**config.mk**
```make
export PLATFORM = sky130hd
export DESIGN_NAME = wb_skid_stage
export DESIGN_NICKNAME = d
export VERILOG_FILES = /design/src/rtl/wb_pipe_pkg.sv /design/src/rtl/wb_fwd_match.sv /design/src/rtl/wb_skid_stage.sv
export SDC_FILE = /design/constraint.sdc
export NUM_CORES = 1
export LEC_CHECK = 0
export CAP_MARGIN = 15
export CORE_MARGIN = 2
export CORE_UTILIZATION = 43
export CTS_CLUSTER_DIAMETER = 120
export DETAILED_ROUTE_END_ITERATION = 10
export PLACE_DENSITY = 0.81
export SYNTH_ARGS = -nofsm -noshare
export SYNTH_HDL_FRONTEND = slang
export SYNTH_SLANG_ARGS = --single-unit
```
**constraint.sdc**
```tcl
create_clock -name clk -period 2.9 [get_ports clk]
set_input_delay 0.87 -clock clk [delete_from_list [all_inputs] [get_ports clk]]
set_output_delay 0.87 -clock clk [all_outputs]
set_load 0.02 [all_outputs]
```
**src/rtl/wb_pipe_pkg.sv**
```systemverilog
// ---------------------------------------------------------------------------
// wb_pipe_pkg
// Shared definitions for the writeback pipeline: the NOP register address,
// the zero data word, the writeback entry layout {wd, wreg, wdata} at the
// default widths, and the NOP entry constant that unoccupied slots hold.
// ---------------------------------------------------------------------------
package wb_pipe_pkg;

    localparam int WB_ADDR_W = 5;
    localparam int WB_DATA_W = 32;

    localparam logic [WB_ADDR_W-1:0] NOP_REG_ADDR = '0;
    localparam logic [WB_DATA_W-1:0] ZERO_WORD    = '0;

    typedef struct packed {
        logic [WB_ADDR_W-1:0] wd;
        logic                 wreg;
        logic [WB_DATA_W-1:0] wdata;
    } wb_entry_t;

    localparam wb_entry_t WB_NOP_ENTRY = '{wd: NOP_REG_ADDR, wreg: 1'b0, wdata: ZERO_WORD};

endpackage

```
**src/rtl/wb_fwd_match.sv**
```systemverilog
// ---------------------------------------------------------------------------
// wb_fwd_match
// Priority search over DEPTH buffered writeback entries. A slot matches when
// it is occupied (index < count_i), writes a register (wreg_i) and its
// destination equals addr_i. The youngest (highest-index) match wins.
// Register 0 is never reported as a hit.
// Ports:
//   wd_i, wreg_i, wdata_i : per-slot entry fields, slot 0 is the oldest
//   count_i               : number of occupied slots
//   addr_i                : lookup address
//   hit_o, data_o         : match flag and data of the youngest match (0 if none)
// ---------------------------------------------------------------------------
module wb_fwd_match
    import wb_pipe_pkg::*;
#(
    parameter int ADDR_W = 5,
    parameter int DATA_W = 32,
    parameter int DEPTH  = 2,
    parameter int CNT_W  = $clog2(DEPTH + 1)
) (
    input  logic [ADDR_W-1:0] wd_i    [DEPTH],
    input  logic              wreg_i  [DEPTH],
    input  logic [DATA_W-1:0] wdata_i [DEPTH],
    input  logic [CNT_W-1:0]  count_i,
    input  logic [ADDR_W-1:0] addr_i,
    output logic              hit_o,
    output logic [DATA_W-1:0] data_o
);

    always_comb begin
        hit_o  = 1'b0;
        data_o = DATA_W'(ZERO_WORD);
        if (addr_i != ADDR_W'(NOP_REG_ADDR)) begin
            // Ascending scan so a later (younger) match overrides an older one.
            for (int i = 0; i < DEPTH; i++) begin
                if ((CNT_W'(i) < count_i) && wreg_i[i] && (wd_i[i] == addr_i)) begin
                    hit_o  = 1'b1;
                    data_o = wdata_i[i];
                end
            end
        end
    end

endmodule

```
**src/rtl/wb_skid_stage.sv**
```systemverilog
// ---------------------------------------------------------------------------
// wb_skid_stage
// Elastic MEM/WB stage: an in-order shift-register FIFO of DEPTH writeback
// entries with valid/ready on both sides, stall and global-ready gating,
// synchronous flush and forwarding across all buffered entries. slot 0 drives
// the outputs; an empty buffer presents a NOP bubble.
// Ports:
//   clk, rst              : clock, asynchronous active-high reset
//   rdy                   : global ready, low freezes everything except flush
//   stall_sign            : stall vector; [STALL_IDX] upstream, [STALL_IDX+1] downstream
//   flush                 : synchronous clear of all entries
//   in_valid/in_ready     : MEM-side handshake; in_wd/in_wreg/in_wdata entry
//   out_valid/out_ready   : WB-side handshake; out_wd/out_wreg/out_wdata head entry
//   count                 : registered occupancy
//   fwd_addr/fwd_hit/fwd_data : combinational forwarding lookup
// ---------------------------------------------------------------------------
module wb_skid_stage
    import wb_pipe_pkg::*;
#(
    parameter int ADDR_W    = 5,
    parameter int DATA_W    = 32,
    parameter int DEPTH     = 2,
    parameter int STALL_W   = 6,
    parameter int STALL_IDX = 4
) (
    input  logic                         clk,
    input  logic                         rst,
    input  logic                         rdy,
    input  logic [STALL_W-1:0]           stall_sign,
    input  logic                         flush,
    input  logic                         in_valid,
    output logic                         in_ready,
    input  logic [ADDR_W-1:0]            in_wd,
    input  logic                         in_wreg,
    input  logic [DATA_W-1:0]            in_wdata,
    output logic                         out_valid,
    input  logic                         out_ready,
    output logic [ADDR_W-1:0]            out_wd,
    output logic                         out_wreg,
    output logic [DATA_W-1:0]            out_wdata,
    output logic [$clog2(DEPTH+1)-1:0]   count,
    input  logic [ADDR_W-1:0]            fwd_addr,
    output logic                         fwd_hit,
    output logic [DATA_W-1:0]            fwd_data
);

    localparam int CNT_W = $clog2(DEPTH + 1);

    typedef struct packed {
        logic [ADDR_W-1:0] wd;
        logic              wreg;
        logic [DATA_W-1:0] wdata;
    } entry_t;

    localparam entry_t NOP_ENTRY = '{wd:    ADDR_W'(NOP_REG_ADDR),
                                     wreg:  1'b0,
                                     wdata: DATA_W'(ZERO_WORD)};

    entry_t            slot_q [DEPTH];
    entry_t            slot_d [DEPTH];
    logic [CNT_W-1:0]  count_q;
    logic [CNT_W-1:0]  count_d;
    logic [CNT_W-1:0]  widx;
    entry_t            in_entry;
    logic              stall_up;
    logic              stall_dn;
    logic              push;
    logic              pop;

    // Only two bits of the stall vector belong to this stage.
    logic              unused_stall;
    assign unused_stall = ^stall_sign;

    assign stall_up  = stall_sign[STALL_IDX];
    assign stall_dn  = stall_sign[STALL_IDX+1];

    // in_ready deliberately ignores out_ready so no combinational path runs
    // from the WB side back to MEM; the cost is no push-through at full.
    assign in_ready  = rdy & ~stall_up & (count_q < CNT_W'(DEPTH));
    assign out_valid = (count_q != '0);
    assign push      = in_valid & in_ready;
    assign pop       = out_valid & out_ready & rdy & ~stall_dn;

    assign in_entry  = '{wd: in_wd, wreg: in_wreg, wdata: in_wdata};

    // With a simultaneous pop the queue shifts first, so the new entry lands
    // one slot lower. pop implies count_q >= 1, so this never underflows.
    assign widx = pop ? (count_q - CNT_W'(1)) : count_q;

    always_comb begin
        slot_d  = slot_q;
        count_d = count_q;
        if (flush) begin
            for (int i = 0; i < DEPTH; i++) slot_d[i] = NOP_ENTRY;
            count_d = '0;
        end else begin
            if (pop) begin
                for (int i = 0; i < DEPTH - 1; i++) slot_d[i] = slot_q[i+1];
                slot_d[DEPTH-1] = NOP_ENTRY;
            end
            if (push) begin
                for (int i = 0; i < DEPTH; i++) begin
                    if (CNT_W'(i) == widx) slot_d[i] = in_entry;
                end
            end
            if (push && !pop)      count_d = count_q + CNT_W'(1);
            else if (pop && !push) count_d = count_q - CNT_W'(1);
        end
    end

    always_ff @(posedge clk or posedge rst) begin
        if (rst) begin
            for (int i = 0; i < DEPTH; i++) slot_q[i] <= NOP_ENTRY;
            count_q <= '0;
        end else begin
            slot_q  <= slot_d;
            count_q <= count_d;
        end
    end

    assign out_wd    = slot_q[0].wd;
    assign out_wreg  = slot_q[0].wreg;
    assign out_wdata = slot_q[0].wdata;
    assign count     = count_q;

    logic [ADDR_W-1:0] f_wd    [DEPTH];
    logic              f_wreg  [DEPTH];
    logic [DATA_W-1:0] f_wdata [DEPTH];

    always_comb begin
        for (int i = 0; i < DEPTH; i++) begin
            f_wd[i]    = slot_q[i].wd;
            f_wreg[i]  = slot_q[i].wreg;
            f_wdata[i] = slot_q[i].wdata;
        end
    end

    wb_fwd_match #(
        .ADDR_W (ADDR_W),
        .DATA_W (DATA_W),
        .DEPTH  (DEPTH),
        .CNT_W  (CNT_W)
    ) u_fwd (
        .wd_i    (f_wd),
        .wreg_i  (f_wreg),
        .wdata_i (f_wdata),
        .count_i (count_q),
        .addr_i  (fwd_addr),
        .hit_o   (fwd_hit),
        .data_o  (fwd_data)
    );

endmodule

```
After elaboration in Yosys (flattened, before gate mapping)
Index checks and enable logic that the tools add are counted.
Storage, ports and cells
  latch bits: 0
  logic and storage cells: 50
  RAM bits: 0
  memory bits (read-only): 0
  memories: 0
  output and inout port bits: 75
  bits in registers: 78
  input port bits: 55
Cells by class
  shifts and indexed selects: 0
  mux-type cells: 15
  magnitude comparators: 3
  equal/unequal tests: 3
  multipliers: 0
  bitwise logic cells: 8
  reduce and logical (&&, ||, !) cells: 12
  add/subtract/negate cells: 2
  divide/modulo/power cells: 0
Operators with widths (number)
  two-way mux 76 bit: 3
  two-way mux 32 bit: 3
  two-way mux 38 bit: 2
  == test 5 bit: 2
  two-way mux 2 bit: 4
  AND 1 bit: 6
  logical AND 1 bit: 6
  nonzero test 5 bit: 1
  < comparator 1 x 2 -> 1 bit, first input constant: 2
  two-way mux 1 bit: 3
  nonzero test 3 bit: 1
  adder 2 x 1 -> 2 bit, second input constant: 1
  == test 1 x 2 -> 1 bit, first input constant: 1
  logical NOT 1 bit: 2
  logical NOT 2 bit: 1
  < comparator 2 bit, second input constant: 1
  NOT 1 bit: 2
  nonzero test 2 bit: 1
  subtractor 2 x 1 -> 2 bit, second input constant: 1

Logic depth before layout (Yosys ltp)
Gate-level depths: netlist of the first run.
  word-level depth: 9
  gate-level depth with buffers: 10
  gate-level depth less buffers: 7

Cells and area by module
Synthesis of the first run repeated with hierarchy kept, for this count alone.
Unflattened totals
  cell total of the unflattened synthesis: 525
  area, all modules: 5044.8 sq um
By module, submodules not included
  wb_skid_stage: area an instance 4259.1 sq um, seq. area each 1951.9 sq um, cells an instance 396, times used 1
  wb_fwd_match: area an instance 785.8 sq um, seq. area each 0.0 sq um, cells an instance 129, times used 1

Least setup slack after synthesis of the first run
OpenSTA, ideal clock, no wires.
  path type: input to output
  from: input fwd_addr[0]
  to: output fwd_data[10]
  path buffers: 2
  required time: 2.030 ns
  cell stages on the path: 7
  path slack: -0.322 ns
  data arrival time: 2.352 ns
  cells stage by stage: xnor2_1 nand4_1 or4_4 buf_6 o2bb2ai_4 buf_6 nor2_1
Between the ends
  longest elaborated chain between the ends: 5
  elaborated cells on any way between the ends: 8
  classes of those cells: 2 x eq/ne; 3 x mux; 3 x reduce/logical
RTL lines
  start, declared: RTL line wb_skid_stage.sv:42  | input logic [ADDR_W-1:0] fwd_addr,
  == test 5 bit: RTL line wb_fwd_match.sv:36  | if ((CNT_W'(i) < count_i) && wreg_i[i] && (wd_i[i] == addr_i)) begin
  logical AND 1 bit: RTL line wb_fwd_match.sv:36
  two-way mux 32 bit (2 in series): RTL line wb_fwd_match.sv:36
  two-way mux 32 bit *: RTL line wb_fwd_match.sv:33  | if (addr_i != ADDR_W'(NOP_REG_ADDR)) begin
  end, declared: RTL line wb_skid_stage.sv:44  | output logic [DATA_W-1:0] fwd_data
Every way passes the cells marked *; elsewhere a longest branch is shown, timed or not.

Worst setup path after layout of the first run
  from: input fwd_addr[4]
  to: output fwd_data[21]
The elaborated chain is that of the path after synthesis.

==> metrics.md, run 1 <==
| Metric | Value |
|---|---|
| Outcome | `complete, but fails checks` |
| Violations in the final reports | `negative setup slack` |
| Switching Power | `679.6 µW` |
| Vert. Die Dim | `105.7 µm` |
| Proportion of synthesized flip-flops having asynchronous set or reset | `1.000` |
| Total core area | `0.01018 mm²` |
| Maximum single-stage delay on the critical path | `0.49 ns` |
| Layout overhead on the synthesized area | `58.64%` |
| Post-route DRC violation count | `0` |
| Critical path, cell by cell | `buf_8, xnor2_4, nand4_1, or4_4, buf_12, buf_16, buf_6, mux2i_4, nor2_4, buf_6` |
| Clock skew after layout | `0.007593 ns` |
| Final-layout setup total negative slack | `-15.29 ns` |
| Vias in the first global route | `3916` |
| Worst-case hold path end point | `f_wdata[1]$_DFF_PP0_` |
| Synth Register Bits | `78` |
| Final wirelength | `13080 µm` |
| Worst-case register-to-register setup slack | `0.42 ns` |
| Clock share of power | `0.374` |
| Worst rel slew slack | `0.5402` |
| CP max stage cell | `sky130_fd_sc_hd__or4_4` |
| Count of input and output buffers | `125` |
| Final nets | `622` |
| Post-Place Cells | `666` |
| Worst setup margin | `-0.5533 ns` |
| Cell count after synthesis | `448` |
| Standard-cell row count | `37` |
| Power consumption | `2598 µW` |
| FF-to-FF End | `out_wdata[5]$_DFF_PP0_` |
| DIE WIDTH | `105.7 µm` |
| Dominant cell type by count on the critical path | `sky130_fd_sc_hd__buf_6` |
| TritonCTS clock tree | `built` |
| Power Dens Cells | `368.4 mW/mm²` |
| Average cell area after synthesis | `9.920 µm²` |
| Net Count, Synth | `505` |
| Largest net degree at the start of global routing | `53` |
| Vias/cell | `5.444` |
| Kind of start point of the critical path | `input pin` |
| Global placement routability congestion | `0.8048` |
| Sequential fraction of the synthesis area | `0.4392` |
| Static leakage | `0.002716 µW` |
| Warnings, synthesis | `0` |
| Top flip-flop cell by instance count after synthesis | `sky130_fd_sc_hd__dfrtp_1` |
| Diodes inserted | `0` |
| Clock latency on the worst-skew pair | `0.33 ns` |
| Filler Cell Count | `716` |
| Antenna violations before repair | `0` |
| Crit Reg-Reg Startpoint | `count[0]$_DFFE_PP0P_` |
| Worst setup EP type | `output pin` |
| Wire length of the first global-routing pass | `20400 µm` |
| Highest attainable clock frequency | `0.2896 GHz` |
| Remaining global-route overflow | `0` |
| I/O pin count | `130` |
| Worst-Margin Slew | `0.6881 ns` |
| Synth cell types | `29` |
| Area of the mapped netlist | `0.004444 mm²` |
| Fraction of final layout cells with drive strength greater than 1 | `0.3392` |
| Crit path buf inv count | `5` |
| Number of max-capacitance violations reported | `0` |
| Routed vias | `3838` |
| Number of cells on the worst reg-to-reg path | `8` |
| Number of levels in the clock H-tree | `3` |
| Worst Hold Class | `reg2reg` |
| Signal arrival time at the worst endpoint | `2.58 ns` |
| Share of total power in combinational logic | `0.176` |
| Routed wire length per instance | `18.55 µm` |
| Data required time of the critical path | `2.03 ns` |
| Buffer depth of the longest clock path | `2` |
| Post-CTS clock slew at the launch and capture registers of the worst setup and hold paths | `0.08 ns` |
| Pins Over Slew Limit | `0` |
| Top fanout value on the critical path | `8` |
| Number of enable flip-flop cells after synthesis | `0` |
| Fraction of the core area covered by cells at the end of the flow | `0.6923` |
| Clock sinks | `78` |
| IR drop worst, VDD | `0.0002394 V` |
| RSZ-0062 raised after global routing | `true` |
| Clock buffers created by TritonCTS | `9` |
| Family with the most delay on the worst path | `buffers and inverters` |
| Sequential Power Share | `0.450` |
| Hold path depth | `2` |
| Starting Density | `0.4364` |
| Hold Crit Start | `f_wdata[1]$_DFF_PP0_` |
| Count of final setup violators | `33` |
| Power Internal | `1918 µW` |
| Drt pass-1 iters | `5` |
| Switching share of total power | `0.2616` |
| Final ANT Viol Nets | `0` |
| Post-detailed-placement half-perimeter wirelength | `7387 µm` |
| DIE AREA | `0.01117 mm²` |
| Starting DRT DRC Count | `176` |
| Endpoints failing hold | `0` |
| Root buffer cell | `sky130_fd_sc_hd__clkbuf_8` |
| Period Utilization, post-route | `1.191` |
| Final standard cell count with taps included and fillers excluded | `705` |
| Overall routing resource usage | `0.2286` |
| Post-layout min period | `3.453 ns` |
| Worst Setup Path Type | `in2out` |
cell usage in the layout, fill, tap and decap left out, types with 3 or more instances in the layout:
master                             n
sky130_fd_sc_hd__a21oi_4           3
sky130_fd_sc_hd__buf_2             4
sky130_fd_sc_hd__mux2i_1          38
sky130_fd_sc_hd__clkdlybuf4s50_1  84
sky130_fd_sc_hd__a21oi_1           3
sky130_fd_sc_hd__nor2_4           32
sky130_fd_sc_hd__dfrtp_1          78
sky130_fd_sc_hd__buf_6            38
sky130_fd_sc_hd__buf_4            30
sky130_fd_sc_hd__nor2_1           78
sky130_fd_sc_hd__a211oi_2          4
sky130_fd_sc_hd__a211oi_1         34
sky130_fd_sc_hd__bufinv_16         3
sky130_fd_sc_hd__a22oi_1          38
sky130_fd_sc_hd__mux2i_4          30
sky130_fd_sc_hd__xnor2_1           3
sky130_fd_sc_hd__xnor2_2           3
sky130_fd_sc_hd__nand2_1           3
sky130_fd_sc_hd__xor2_1            5
sky130_fd_sc_hd__clkbuf_8          9
sky130_fd_sc_hd__buf_12           18
sky130_fd_sc_hd__inv_1             3
timing repair:
| item | in CTS | in global routing |
|---|---|---|
| hold buffers | 0 | 0 |
| cloned | 3 | 2 |
| setup buffers | 15 | 9 |
| endpoints found under the setup margin | 34 | 47 |
| resized for setup | 279 | 31 |
| pin swaps | 24 | 16 |
synthesized netlist by cell type, types with 2 or more instances:
library cell               number  area (µm²)
sky130_fd_sc_hd__clkbuf_1      16       60.06
sky130_fd_sc_hd__xor2_1         5       43.79
sky130_fd_sc_hd__inv_1          5       18.77
sky130_fd_sc_hd__buf_2         13       65.06
sky130_fd_sc_hd__nand4_1        2       12.51
sky130_fd_sc_hd__a211oi_2       4       50.05
sky130_fd_sc_hd__mux2i_1       70       700.7
sky130_fd_sc_hd__nand2_1        3       11.26
sky130_fd_sc_hd__a21oi_1        5       25.02
sky130_fd_sc_hd__buf_6          7       78.83
sky130_fd_sc_hd__a22oi_1       38       285.3
sky130_fd_sc_hd__xnor2_1        7       61.31
sky130_fd_sc_hd__nor2_1       110       412.9
sky130_fd_sc_hd__a211oi_1      34       255.2
sky130_fd_sc_hd__dfrtp_1       78        1952
sky130_fd_sc_hd__ha_1           2       25.02
sky130_fd_sc_hd__buf_4         37       277.8
worst min-delay path, delay by kind of cell (launching register included):
kind | cells | cell delay, ns
AO/OA/AOI/OAI | 1 | 0.10
flip-flops | 1 | 0.40
AND/OR/NAND/NOR | 1 | 0.09
sequential cells by signal (all words and copies together), names as in the netlist:
register / cells
f_wreg: 1
out_wdata: 32
out_wreg: 1
f_wdata: 32
out_wd: 5
f_wd: 5
count: 2
layout make-up:
type	instances	area, µm²	area share
clock buffers	9	123.9	0.01757
inverters	5	22.52	0.003194
well taps	136	170.2	0.02413
flip-flops and latches	78	1952	0.2768
clock inverters	6	111.4	0.01579
multi-input cells	292	2705	0.3837
repair buffers	179	1966	0.2788
power groups by stage:
stage / registers (µW) / logic (µW) / clock network (µW)
6_report: 1170 / 457 / 972
5_1_grt: 1170 / 488 / 1030
4_1_cts: 1170 / 446 / 984
3_5_place_dp: 1170 / 423 / 0
3_3_place_gp: 1170 / 413 / 0
2_1_floorplan: 1170 / 247 / 0
how the worst max path moves through the flow:
stage	from	to	slack, ns	cells after the start
floorplan	fwd_addr[1]	fwd_data[10]	-0.12	6
global placement	fwd_addr[3]	fwd_data[0]	-1.23	8
detailed placement	fwd_addr[4]	fwd_data[19]	-1.26	8
CTS	fwd_addr[3]	fwd_data[19]	-0.56	9
global route	fwd_addr[3]	fwd_data[21]	-0.62	10
finish	fwd_addr[4]	fwd_data[21]	-0.55	10
per-layer routing:
metal  GRT usage  vias to the layer above  share of wire
li1            -                     1771              -
met1      0.2892                     1932           0.41
met2      0.4014                      122           0.53
met3     0.03649                       13          0.044
met4     0.06955                        0          0.011
met5           0                        -              0
cells by family (layout without fill, tap and decap cells):
kind of cell	after synthesis	in the layout	synth area share
simple gates	124	124	0.1137
compound gates	83	84	0.1467
buf+inv	79	199	0.1135
flops	78	78	0.4392
mux	70	70	0.1577
xor+xnor	12	12	0.02365
fa+ha+maj	2	2	0.005630
through the flow:
| stage | cell area [µm²] | setup slack, ns | hold WS [ns] |
|---|---|---|---|
| floorplan | 4726 | -0.1151 | 0.5247 |
| global placement | 5992 | -1.226 | 0.5439 |
| global route | 7051 | -0.6167 | 0.6435 |
| finish | 7051 | -0.5533 | 0.6201 |
| detailed placement | 5992 | -1.262 | 0.5566 |
| CTS | 6945 | -0.5611 | 0.5852 |
No activity file was read; power rests on OpenSTA's default activity.
==> inputs of run 2 (changes only) <==
--- a/config.mk
+++ b/config.mk
@@ -5,7 +5,6 @@
 export SDC_FILE = /design/constraint.sdc
 export NUM_CORES = 1
 export LEC_CHECK = 0
-export CAP_MARGIN = 15
 export CORE_MARGIN = 2
 export CORE_UTILIZATION = 43
 export CTS_CLUSTER_DIAMETER = 120
==> results of run 2 <==
Final layout, timing and power as in run 1 (identical DEF).
